$ cat src/rtl/rs_dec_pkg.sv
// Shared definitions for the RS decoder codeword-buffer read side:
// geometry constants, the reader FSM state type, the FIFO entry layout
// and the modulo-DEPTH address helper.
package rs_dec_pkg;

    localparam int SYM_W  = 8;
    localparam int ADDR_W = 9;
    localparam int DEPTH  = 264;
    localparam int N_SYMB = 255;
    localparam int T_ERR  = 8;
    localparam int K      = N_SYMB - 2 * T_ERR;
    localparam int FIFO_D = 4;

    localparam int IDX_W   = 8;
    localparam int CNT_W   = $clog2(FIFO_D + 1);
    localparam int TAB_W   = $clog2(T_ERR);
    localparam int ERR_C_W = $clog2(T_ERR + 1);
    localparam int ENTRY_W = SYM_W + 2;

    typedef enum logic [1:0] {
        IDLE,
        READ,
        DRAIN
    } state_t;

    // One FIFO entry: framing flags travel with the corrected symbol.
    typedef struct packed {
        logic             sop;
        logic             eop;
        logic [SYM_W-1:0] data;
    } entry_t;

    // base + idx folded back into the RAM; base < DEPTH and idx < DEPTH,
    // so one conditional subtraction is enough.
    function automatic logic [ADDR_W-1:0] wrap_add(input logic [ADDR_W-1:0] base,
                                                   input logic [IDX_W-1:0]  idx);
        logic [ADDR_W:0] sum;
        sum = {1'b0, base} + {{(ADDR_W + 1 - IDX_W){1'b0}}, idx};
        if (sum >= (ADDR_W + 1)'(DEPTH))
            sum = sum - (ADDR_W + 1)'(DEPTH);
        return sum[ADDR_W-1:0];
    endfunction

endpackage

$ cat src/rtl/rs_rdr_out_fifo.sv
// Small show-ahead FIFO between the RAM return path and the output port.
// The head entry is presented combinationally; count feeds the issue credit.
module rs_rdr_out_fifo
    import rs_dec_pkg::*;
(
    input  logic               clock,
    input  logic               reset,
    input  logic               push,
    input  logic [ENTRY_W-1:0] wr_data,
    input  logic               pop,
    output logic [ENTRY_W-1:0] rd_data,
    output logic               valid,
    output logic [CNT_W-1:0]   count
);

    localparam int PTR_W = $clog2(FIFO_D);

    logic [ENTRY_W-1:0] mem [FIFO_D];
    logic [PTR_W-1:0]   wr_ptr;
    logic [PTR_W-1:0]   rd_ptr;

    function automatic logic [PTR_W-1:0] ptr_next(input logic [PTR_W-1:0] p);
        return (p == PTR_W'(FIFO_D - 1)) ? '0 : p + 1'b1;
    endfunction

    // Storage write.
    // NOTE: the data array has no reset; pointers and count alone define
    // what is valid, and the head is masked to zero when empty.
    always_ff @(posedge clock) begin
        if (push)
            mem[wr_ptr] <= wr_data;
    end

    // Pointer and occupancy bookkeeping.
    always_ff @(posedge clock or negedge reset) begin
        if (!reset) begin
            wr_ptr <= '0;
            rd_ptr <= '0;
            count  <= '0;
        end else begin
            if (push)
                wr_ptr <= ptr_next(wr_ptr);
            if (pop)
                rd_ptr <= ptr_next(rd_ptr);
            count <= count + CNT_W'(push) - CNT_W'(pop);
        end
    end

    assign valid   = (count != '0);
    assign rd_data = valid ? mem[rd_ptr] : '0;

endmodule

$ cat src/rtl/rs_decode_ram_reader.sv
// Read side of the RS decoder codeword buffer: issues credit-limited reads
// from the dual-port RAM, XORs error magnitudes into located symbols and
// streams the corrected codeword out with backpressure.
// Optional macro RS_RDR_PARITY_STRIP_EN: output only the K data symbols.
module rs_decode_ram_reader
    import rs_dec_pkg::*;
(
    input  logic              clock,
    input  logic              reset,
    input  logic              start,
    input  logic [ADDR_W-1:0] base_addr,
    input  logic              dec_fail,
    input  logic              err_valid,
    input  logic [7:0]        err_loc,
    input  logic [7:0]        err_mag,
    output logic [ADDR_W-1:0] rdaddress,
    output logic              rden,
    input  logic [SYM_W-1:0]  q,
    output logic [SYM_W-1:0]  out_data,
    output logic              out_valid,
    input  logic              out_ready,
    output logic              out_sop,
    output logic              out_eop,
    output logic              out_fail,
    output logic              busy,
    output logic              done
);

`ifdef RS_RDR_PARITY_STRIP_EN
    localparam logic [IDX_W-1:0] LAST_IDX = IDX_W'(K - 1);
`else
    localparam logic [IDX_W-1:0] LAST_IDX = IDX_W'(N_SYMB - 1);
`endif

    state_t              state;
    logic [ADDR_W-1:0]   base_q;
    logic [IDX_W-1:0]    idx;
    logic [IDX_W-1:0]    rd_idx;
    logic                s1_valid, s2_valid;
    logic [IDX_W-1:0]    s1_idx, s2_idx;

    logic [IDX_W-1:0]    loc_tab [T_ERR];
    logic [SYM_W-1:0]    mag_tab [T_ERR];
    logic [ERR_C_W-1:0]  err_cnt;
    logic                err_load;
    logic [SYM_W-1:0]    corr;

    logic                pop;
    logic                frame_end;
    logic [CNT_W-1:0]    fifo_count;
    logic [CNT_W:0]      occ;
    logic                credit_ok;
    entry_t              wr_entry;
    entry_t              rd_entry;

    assign pop       = out_valid & out_ready;
    assign frame_end = (state == DRAIN) & pop & out_eop;
    assign err_load  = (state == IDLE) & err_valid & (err_cnt < ERR_C_W'(T_ERR));

    // Occupancy as it will stand next cycle if nothing new is issued:
    // queued symbols plus every read still in the RAM pipeline.
    assign occ = {1'b0, fifo_count} + (CNT_W + 1)'(rden) + (CNT_W + 1)'(s1_valid)
               + (CNT_W + 1)'(s2_valid) - (CNT_W + 1)'(pop);
    assign credit_ok = (occ < (CNT_W + 1)'(FIFO_D));

    // Reader FSM with registered RAM-side and status outputs.
    always_ff @(posedge clock or negedge reset) begin
        if (!reset) begin
            state     <= IDLE;
            base_q    <= '0;
            idx       <= '0;
            rd_idx    <= '0;
            rden      <= 1'b0;
            rdaddress <= '0;
            out_fail  <= 1'b0;
            busy      <= 1'b0;
            done      <= 1'b0;
        end else begin
            rden <= 1'b0;
            done <= 1'b0;
            unique case (state)
                IDLE: begin
                    if (start) begin
                        state     <= READ;
                        base_q    <= base_addr;
                        out_fail  <= dec_fail;
                        busy      <= 1'b1;
                        rden      <= 1'b1;
                        rdaddress <= base_addr;
                        rd_idx    <= '0;
                        idx       <= IDX_W'(1);
                    end
                end
                READ: begin
                    if (credit_ok) begin
                        rden      <= 1'b1;
                        rdaddress <= wrap_add(base_q, idx);
                        rd_idx    <= idx;
                        if (idx == LAST_IDX)
                            state <= DRAIN;
                        else
                            idx <= idx + 1'b1;
                    end
                end
                DRAIN: begin
                    if (frame_end) begin
                        state <= IDLE;
                        busy  <= 1'b0;
                        done  <= 1'b1;
                    end
                end
                default: state <= IDLE;
            endcase
        end
    end

    // Two-stage tracker aligning each read's index with its RAM data.
    always_ff @(posedge clock or negedge reset) begin
        if (!reset) begin
            s1_valid <= 1'b0;
            s2_valid <= 1'b0;
            s1_idx   <= '0;
            s2_idx   <= '0;
        end else begin
            s1_valid <= rden;
            s2_valid <= s1_valid;
            s1_idx   <= rd_idx;
            s2_idx   <= s1_idx;
        end
    end

    // Correction-table fill count; cleared when the frame completes.
    always_ff @(posedge clock or negedge reset) begin
        if (!reset)
            err_cnt <= '0;
        else if (frame_end)
            err_cnt <= '0;
        else if (err_load)
            err_cnt <= err_cnt + 1'b1;
    end

    // Correction-table entries; only the first err_cnt are ever consulted.
    always_ff @(posedge clock) begin
        if (err_load) begin
            loc_tab[err_cnt[TAB_W-1:0]] <= err_loc;
            mag_tab[err_cnt[TAB_W-1:0]] <= err_mag;
        end
    end

    // XOR of every loaded magnitude whose location matches the returning index.
    // NOTE: combinational accumulation uses blocking '=' and starts from a
    // default so no latch is inferred; clocked state elsewhere uses '<='.
    always_comb begin
        corr = '0;
        for (int i = 0; i < T_ERR; i++) begin
            if ((ERR_C_W'(i) < err_cnt) && (loc_tab[i] == s2_idx))
                corr = corr ^ mag_tab[i];
        end
    end

    assign wr_entry.sop  = (s2_idx == '0);
    assign wr_entry.eop  = (s2_idx == LAST_IDX);
    assign wr_entry.data = out_fail ? q : (q ^ corr);

    rs_rdr_out_fifo u_fifo (
        .clock   (clock),
        .reset   (reset),
        .push    (s2_valid),
        .wr_data (wr_entry),
        .pop     (pop),
        .rd_data (rd_entry),
        .valid   (out_valid),
        .count   (fifo_count)
    );

    assign out_sop  = rd_entry.sop;
    assign out_eop  = rd_entry.eop;
    assign out_data = rd_entry.data;

endmodule

$ cat config.mk
export PLATFORM = sky130hd
export DESIGN_NAME = rs_decode_ram_reader
export DESIGN_NICKNAME = d
export VERILOG_FILES = /design/src/rtl/rs_dec_pkg.sv /design/src/rtl/rs_rdr_out_fifo.sv /design/src/rtl/rs_decode_ram_reader.sv
export SDC_FILE = /design/constraint.sdc
export NUM_CORES = 1
export LEC_CHECK = 0
export BUFFER_PORTS_ARGS = -buffer_cell sky130_fd_sc_hd__buf_4
export CELL_PAD_IN_SITES_DETAIL_PLACEMENT = 0
export CELL_PAD_IN_SITES_GLOBAL_PLACEMENT = 2
export CORE_MARGIN = 4
export CORE_UTILIZATION = 47
export DETAILED_ROUTE_END_ITERATION = 8
export PLACE_DENSITY_LB_ADDON = 0.1
export SLEW_MARGIN = 20
export SYNTH_ARGS = -nofsm -noshare
export SYNTH_HDL_FRONTEND = slang
export SYNTH_SLANG_ARGS = --single-unit
$ cat constraint.sdc
create_clock -name clock -period 10.59 [get_ports clock]
set_input_delay 1.059 -clock clock [delete_from_list [all_inputs] [get_ports clock]]
set_output_delay 1.059 -clock clock [all_outputs]
set_load 0.02 [all_outputs]
After elaboration in Yosys (flattened, before gate mapping)
Memories as Yosys holds them, arrays and structs flattened.
Index checks and enable logic that the tools add are counted.

cells by class
  reductions and logical operators = 19
  add/subtract/negate cells = 12
  mux-type cells = 42
  bitwise operators = 13
  magnitude comparators = 11
  equality and inequality tests = 19

operators with widths
  cell                                                       count
  2-to-1 mux 8 bit                                           14
  equality test 8 bit                                        8
  bitwise XOR 8 bit                                          8
  case mux 8 bit (2 select lines)                            2
  2-to-1 mux 9 bit                                           3
  case mux 9 bit (2 select lines)                            1
  equality test 8 bit, second input constant                 2
  less-than comparator 3 x 4 -> 1 bit, first input constant  4
  2-to-1 mux 2 bit                                           6
  adder 9 x 8 -> 10 bit                                      1
  >= comparator 10 x 9 -> 1 bit, second input constant       1
  2-to-1 mux 1 bit                                           10
  2-to-1 mux 10 bit                                          1
  != test 2 bit, second input constant                       5
  subtractor 9 bit, second input constant                    1
  adder 4 x 1 -> 4 bit                                       2
  adder 8 x 1 -> 8 bit, second input constant                1
  logical AND 1 bit                                          8
  logical NOT 8 bit                                          1
  less-than comparator 1 x 4 -> 1 bit, first input constant  2
  less-than comparator 2 x 4 -> 1 bit, first input constant  2
  2-to-1 mux 4 bit                                           2
  AND reduction 4 bit                                        2
  equality test 2 bit, second input constant                 3
  other kinds (17)                                           26

word-level totals
  bits in writable memories = 168
  output and inout bits = 24
  word-level logic and storage cells = 136
  memories kept = 3
  bits in registers = 69

memories
  memory      words  width  read ports  clocked after memory_dff  write ports  RTL line                    RTL
  loc_tab     8      8      8           0                         1            rs_decode_ram_reader.sv:42  logic [IDX_W-1:0] loc_tab [T_ERR];
  mag_tab     8      8      8           0                         1            rs_decode_ram_reader.sv:43  logic [SYM_W-1:0] mag_tab [T_ERR];
  u_fifo.mem  4      10     1           0                         1            rs_rdr_out_fifo.sv:18       logic [ENTRY_W-1:0] mem [FIFO_D];

Logic depth before layout (Yosys ltp)
  depth in word-level cells = 19
  mapped depth = 17
  mapped depth without buffers = 15

By module
A second synthesis with hierarchy kept.

unflattened totals
  cell total of the unflattened synthesis = 786
  area, all modules = 10,850.4 sq um

by module, submodules not included
  module                cells each  area each (sq um)  instances  seq. area each (sq um)
  rs_decode_ram_reader  688         8,931.1            1          5,395.2
  rs_rdr_out_fifo       98          1,919.3            1          1,376.3

Worst setup path before layout
No wires, ideal clock.

  path kind = input port to flip-flop
  start = in out_ready
  end = reg idx[5]
  slack = 6.631 ns
  arrival time = 3.881 ns
  path buffers = 1
  stages = 13
  path through = and2_1 -> clkbuf_1 -> ha_1 -> inv_1 -> fa_1 -> ha_1 -> a31o_1 -> nor3_1 -> o21ai_1 -> o21ai_0 -> nand4_1 -> or3_1 -> a21oi_1

on the way
  cells in the longest elaborated chain, start to end = 5

ends and longest elaborated chain
  what                                  RTL line                     RTL
  from (decl)                           rs_decode_ram_reader.sv:21   input logic out_ready,
  AND 1 bit                             rs_decode_ram_reader.sv:56   assign pop = out_valid & out_ready;
  net pop                               rs_decode_ram_reader.sv:48   logic pop;
  subtractor 4 x 1 -> 4 bit             rs_decode_ram_reader.sv:63   + (CNT_W + 1)'(s2_valid) - (CNT_W + 1)'(pop);
  less-than comparator 4 x 3 -> 1 bit   rs_decode_ram_reader.sv:64   assign credit_ok = (occ < (CNT_W + 1)'(FIFO_D));
  != test 2 bit (no source line)        --
  AND reduction 4 bit (no source line)  --
  to (signal assigned)                  rs_decode_ram_reader.sv:102  idx <= idx + 1'b1;
  to (decl)                             rs_decode_ram_reader.sv:37   logic [IDX_W-1:0] idx;

The timed path passes the listed nets, and every way through them passes these cells.
A chain may end at the register's enable or synchronous reset.

Worst setup path after layout
  start = reg u_fifo.count[1]
  end = reg idx[5]

on the way
  cells in the longest elaborated chain, start to end = 7
  elaborated cells between the ends (all ways) = 9
  those cells by class = add/sub: 4; order compare: 1; eq/ne: 1; bitwise: 1; reduce/logical: 2

ends and longest elaborated chain
  what                                      RTL line                    RTL
  from (decl)                               rs_rdr_out_fifo.sv:13       output logic [CNT_W-1:0] count
  from (signal assigned)                    rs_rdr_out_fifo.sv:45       count <= count + CNT_W'(push) - CNT_W'(pop);
  adder 3 x 1 -> 4 bit                      rs_decode_ram_reader.sv:62  assign occ = {1'b0, fifo_count} + (CNT_W + 1)'(rden) + (CNT_W + 1)'(s1_valid)
  adder 4 x 1 -> 4 bit                      rs_decode_ram_reader.sv:62
  adder 4 x 1 -> 4 bit                      rs_decode_ram_reader.sv:63
  subtractor 4 x 1 -> 4 bit (*)             rs_decode_ram_reader.sv:63
  less-than comparator 4 x 3 -> 1 bit (*)   rs_decode_ram_reader.sv:64
  != test 2 bit (no source line) (*)        --
  AND reduction 4 bit (no source line) (*)  --

Mark *: on every way between the ends. The rest lies on a longest branch, timed or not.

==> summary by stage <==
Critical path
The source of the worst register-to-register timing path is u_fifo.count[1]$_DFF_PN0_. The worst register-to-register path ends at idx[5]$_DFFE_PN0P_. The kind of critical path is flip-flop to flip-flop. The worst setup path is captured at a flip-flop. The maximum fanout along the worst path is 12. For the worst setup path, the data required time is 11.02 ns. The cell with the largest stage delay on the worst path is sky130_fd_sc_hd__o21ai_0. The path length in cells of the critical path is 14.

The kind of cell with the highest combined delay on the critical path is simple AND/OR/NAND/NOR gates. On the worst path, the slowest cell contributes a delay of 0.57 ns. Counting both buffers and inverters, the worst setup path holds a total of 2. STA classifies the critical path startpoint as a flip-flop. Traced cell by cell, the critical path runs through inv_1 > nand3_1 > and2_1 > ha_1 > inv_1 > fa_1 > ha_1 > a31o_1 > nor3_1 > o21ai_1 > o21ai_0 > nand4_1 > or3_1 > a21oi_1. Across all register-to-register paths, the minimum setup slack is 6.29 ns.

The critical path arrival is 4.74 ns. For the worst flop-to-flop path, the logic depth is 14.

CTS
The latest clock arrival within the worst-skew pair is 0.52 ns. The clock root buffer master is sky130_fd_sc_hd__clkbuf_16. The number of clock buffers added by TritonCTS is 26.

The clock-pin slew of the registers on the worst-case setup and hold paths is 0.06 ns. The TritonCTS clock tree is done. For this design, the CTS-stage hold fixing added 0 buffers. The number of sinks on the clock net is 237. Post-CTS repair changed the size of 0 cells.

The number of setup buffers added after CTS is 0. The worst-case clock buffer depth is 3. In this run the number of H-tree levels came out at 1.

Pwr
For this design the static power due to leakage is 4.82 nW. For this design the total switching power over the nets is 0.972 mW. Across the VDD grid, the largest voltage drop is 0.129 mV. Dividing total power by cell area gives a power density of 239 nW/um2. Total power for the finished layout comes to 2.97 mW. Of the total power, the clock network draws 30.9%. The fraction of power consumed by sequential logic is 41.8%.

In this run switching power makes up 32.8% of total power. The internal portion of the total power is 1.99 mW. Of the total power, combinational logic draws 27.3%.

Synth
Of all cell types, the one taking the most synthesized area is sky130_fd_sc_hd__edfxtp_1. Counting flops with a built-in enable in the synthesized netlist gives 168. The net count after synthesis is 863. The synthesized area is 10800 um2. The portion of synthesized cell area occupied by the leading cell type is 46.7%. The number of different library cells used by synthesis comes to 58. The fraction of registers with async set or reset after synthesis is 29.1%. The cell count after synthesis came out at 796. The sequential element share of the synthesized area is 62.7%. The average size of a mapped cell is 13.6 um2.

The synthesized flop and latch total is 237. For this run, the number of Yosys warnings is 0. For this run, the leading register cell type out of synthesis is sky130_fd_sc_hd__edfxtp_1. Sorting the synthesized cells by area gives the leading types as sky130_fd_sc_hd__edfxtp_1 (47%), sky130_fd_sc_hd__dfrtp_1 (16%), sky130_fd_sc_hd__xor2_1 (5.6%), sky130_fd_sc_hd__xnor2_1 (3.7%), sky130_fd_sc_hd__nand4_1 (3.1%).

Route
The average detailed-routed wire length per instance is 20.5 um. The total routed wirelength is 24100 um. The average via count per standard cell is 5.51. After detailed routing, the number of remaining DRC violations is 0. The number of design-rule violations left by the first detailed-router iteration is 388. The number of nets with antenna violations after detailed routing is 0. Before antenna repair, the detailed router went through 7 iterations. The vias after detailed routing is 6473.

Global route
The overall fraction of global-route tracks in use is 19.0%. The total congestion overflow is 0. The maximum number of pins on one net before global-route repair is 70. The via count of the first global-routing pass is 6631. The wire length of the first global-routing pass is 38400 um.

The number of antenna violations at the first check in global routing is 0.

Cells and area
The number of standard cells in the final layout excluding fillers is 1175. Leaving out fill and tap cells, the most frequent cells in the layout are sky130_fd_sc_hd__edfxtp_1 (168), sky130_fd_sc_hd__nand2_1 (76), sky130_fd_sc_hd__buf_4 (71), sky130_fd_sc_hd__xor2_1 (69), sky130_fd_sc_hd__dfrtp_1 (69). 0 antenna diodes ended up in the layout. The number of fillers in the final layout is 1888.

The number of nets at the end of the flow is 937. The fraction of layout instances using a drive strength above 1 is 17.0%. Leaving out fill and tap cells, the most frequent cell in the layout is sky130_fd_sc_hd__edfxtp_1. The area overhead of the layout relative to synthesis is 15.1%.

Placement
Once detailed placement completed, the half-perimeter wirelength came to 16300 um. At the end of routability-driven placement, the weighted congestion stood at 0.823. Port buffering added 62 buffers. The post-placement setup slack is 6.10 ns. Including well taps, the total number of placed cells is 1127.

Die
The die covers 25500 um2. The number of placement rows is 55. Pin placement for this block handled 63 I/O pins. The core area is 22600 um2. The die span in y is 160 um.

The starting density of the core is 47.7%. In this run the horizontal extent of the chip is 160 um.

Timing
Subtracting the final worst setup slack from the clock period gives 4.30 ns. Setup violations remaining at the end of the flow were counted as 0. At the pin with the least slew margin, the transition time is 1.13 ns.

Setup repair after global routing left no endpoint under its margin. Derived from the worst setup path, the maximum achievable clock frequency is 0.232 GHz. The final-report max-slew violation count is 0. The final hold slack is 0.347 ns. The setup TNS after final layout is 0 ns. Headroom to the max-slew limit came out at 24.3%.

For the final database, setup skew stands at 0.0164 ns. Setup slack on the critical path of the routed design comes to 6.29 ns. The number of hold-slack violations in the final timing report is 0. Dividing the final minimum period by the clock period gives 40.6%.

Min path
The min-delay analysis places its worst path in the category flip-flop to flip-flop. The worst hold path was traced through 0 stages. The source of the worst hold timing path is s1_idx[2]$_DFF_PN0_. The worst hold path terminates at s2_idx[2]$_DFF_PN0_.

Outcome
The flow ran to the end, and the final reports show no timing, DRC or antenna violations.

Flow run
The total of max-cap violations is 0.
## per-stage QoR
| stage | cell area, um2 | utilization [%] |
|---|---|---|
| finish | 12400 | 54.9 |
| global route | 12400 | 54.9 |
| CTS | 12400 | 54.9 |
| detailed placement | 11500 | 51.0 |
| global placement | 11500 | 51.0 |
| floorplan | 10800 | - |
## final cells by class
type | count | area [um2] | area share (%)
clock inverter | 15 | 140 | 1.13
timing repair buffer | 71 | 533 | 4.29
sequential | 237 | 6770 | 54.5
clock buffer | 33 | 749 | 6.03
tap | 285 | 357 | 2.87
inverter | 29 | 109 | 0.875
multi-input combinational | 505 | 3770 | 30.4
## kinds of logic after synthesis
logic type / share of synthesized area (%)
simple gates: 13.0
compound gates: 3.89
buf+inv: 2.43
flops: 62.7
mux: 2.67
fa+ha+maj: 3.45
xor+xnor: 11.9
## registers in the layout, summed over array words and instances, names as in the netlist, 2 cells and up
register       cells
base_q             9
err_cnt            4
idx                8
loc_tab           64
mag_tab           64
rd_idx             8
rdaddress          9
s1_idx             8
s2_idx             8
state              2
u_fifo.count       3
u_fifo.mem        40
u_fifo.rd_ptr      2
u_fifo.wr_ptr      2
## worst max-delay path by stage
stage | slack (ns) | from | endpoint
2_1_floorplan | 6.63 | out_ready | idx[5]$_DFFE_PN0P_
6_report | 6.29 | u_fifo.count[1]$_DFF_PN0_ | idx[5]$_DFFE_PN0P_
3_5_place_dp | 6.10 | out_ready | idx[7]$_DFFE_PN0P_
5_1_grt | 5.84 | u_fifo.count[1]$_DFF_PN0_ | idx[5]$_DFFE_PN0P_
3_3_place_gp | 6.22 | out_ready | idx[7]$_DFFE_PN0P_
4_1_cts | 6.23 | u_fifo.count[1]$_DFF_PN0_ | idx[5]$_DFFE_PN0P_
## worst reg2reg max path, cell delays in order (launching register included)
cell                      delay (ns)
sky130_fd_sc_hd__dfrtp_1        0.41
sky130_fd_sc_hd__inv_1          0.11
sky130_fd_sc_hd__nand3_1        0.33
sky130_fd_sc_hd__and2_1         0.36
sky130_fd_sc_hd__ha_1           0.31
sky130_fd_sc_hd__inv_1          0.05
sky130_fd_sc_hd__fa_1           0.35
sky130_fd_sc_hd__ha_1           0.27
sky130_fd_sc_hd__a31o_1         0.18
sky130_fd_sc_hd__nor3_1         0.24
sky130_fd_sc_hd__o21ai_1        0.22
sky130_fd_sc_hd__o21ai_0        0.57
sky130_fd_sc_hd__nand4_1        0.29
sky130_fd_sc_hd__or3_1          0.38
sky130_fd_sc_hd__a21oi_1        0.15
## synth_stat cells, types with 6 or more instances
cell type	instances
sky130_fd_sc_hd__a21oi_1	12
sky130_fd_sc_hd__and2_1	18
sky130_fd_sc_hd__clkbuf_1	10
sky130_fd_sc_hd__dfrtp_1	69
sky130_fd_sc_hd__edfxtp_1	168
sky130_fd_sc_hd__ha_1	25
sky130_fd_sc_hd__inv_1	29
sky130_fd_sc_hd__mux4_2	10
sky130_fd_sc_hd__nand2_1	76
sky130_fd_sc_hd__nand2b_1	7
sky130_fd_sc_hd__nand3_1	10
sky130_fd_sc_hd__nand4_1	54
sky130_fd_sc_hd__nor2_1	61
sky130_fd_sc_hd__nor3_1	6
sky130_fd_sc_hd__o21ai_0	25
sky130_fd_sc_hd__xnor2_1	46
sky130_fd_sc_hd__xnor3_1	10
sky130_fd_sc_hd__xor2_1	69
## per-layer routing
layer	vias up	GRT usage [%]	wire length [um]
met5	-	0	0
li1	3023	-	-
met3	39	2.61	1000
met4	0	4.14	530
met2	141	30.5	11300
met1	3270	28.1	11200
## power by group through the flow
stage / logic [mW] / registers, mW / clock network [mW]
after CTS: 0.816 / 1.24 / 0.937
final: 0.810 / 1.24 / 0.917
after floorplan: 0.609 / 1.19 / 0
after global placement: 0.795 / 1.25 / 0
after global routing: 0.912 / 1.26 / 0.979
after detailed placement: 0.810 / 1.26 / 0
No activity file was read; power rests on OpenSTA's default activity.
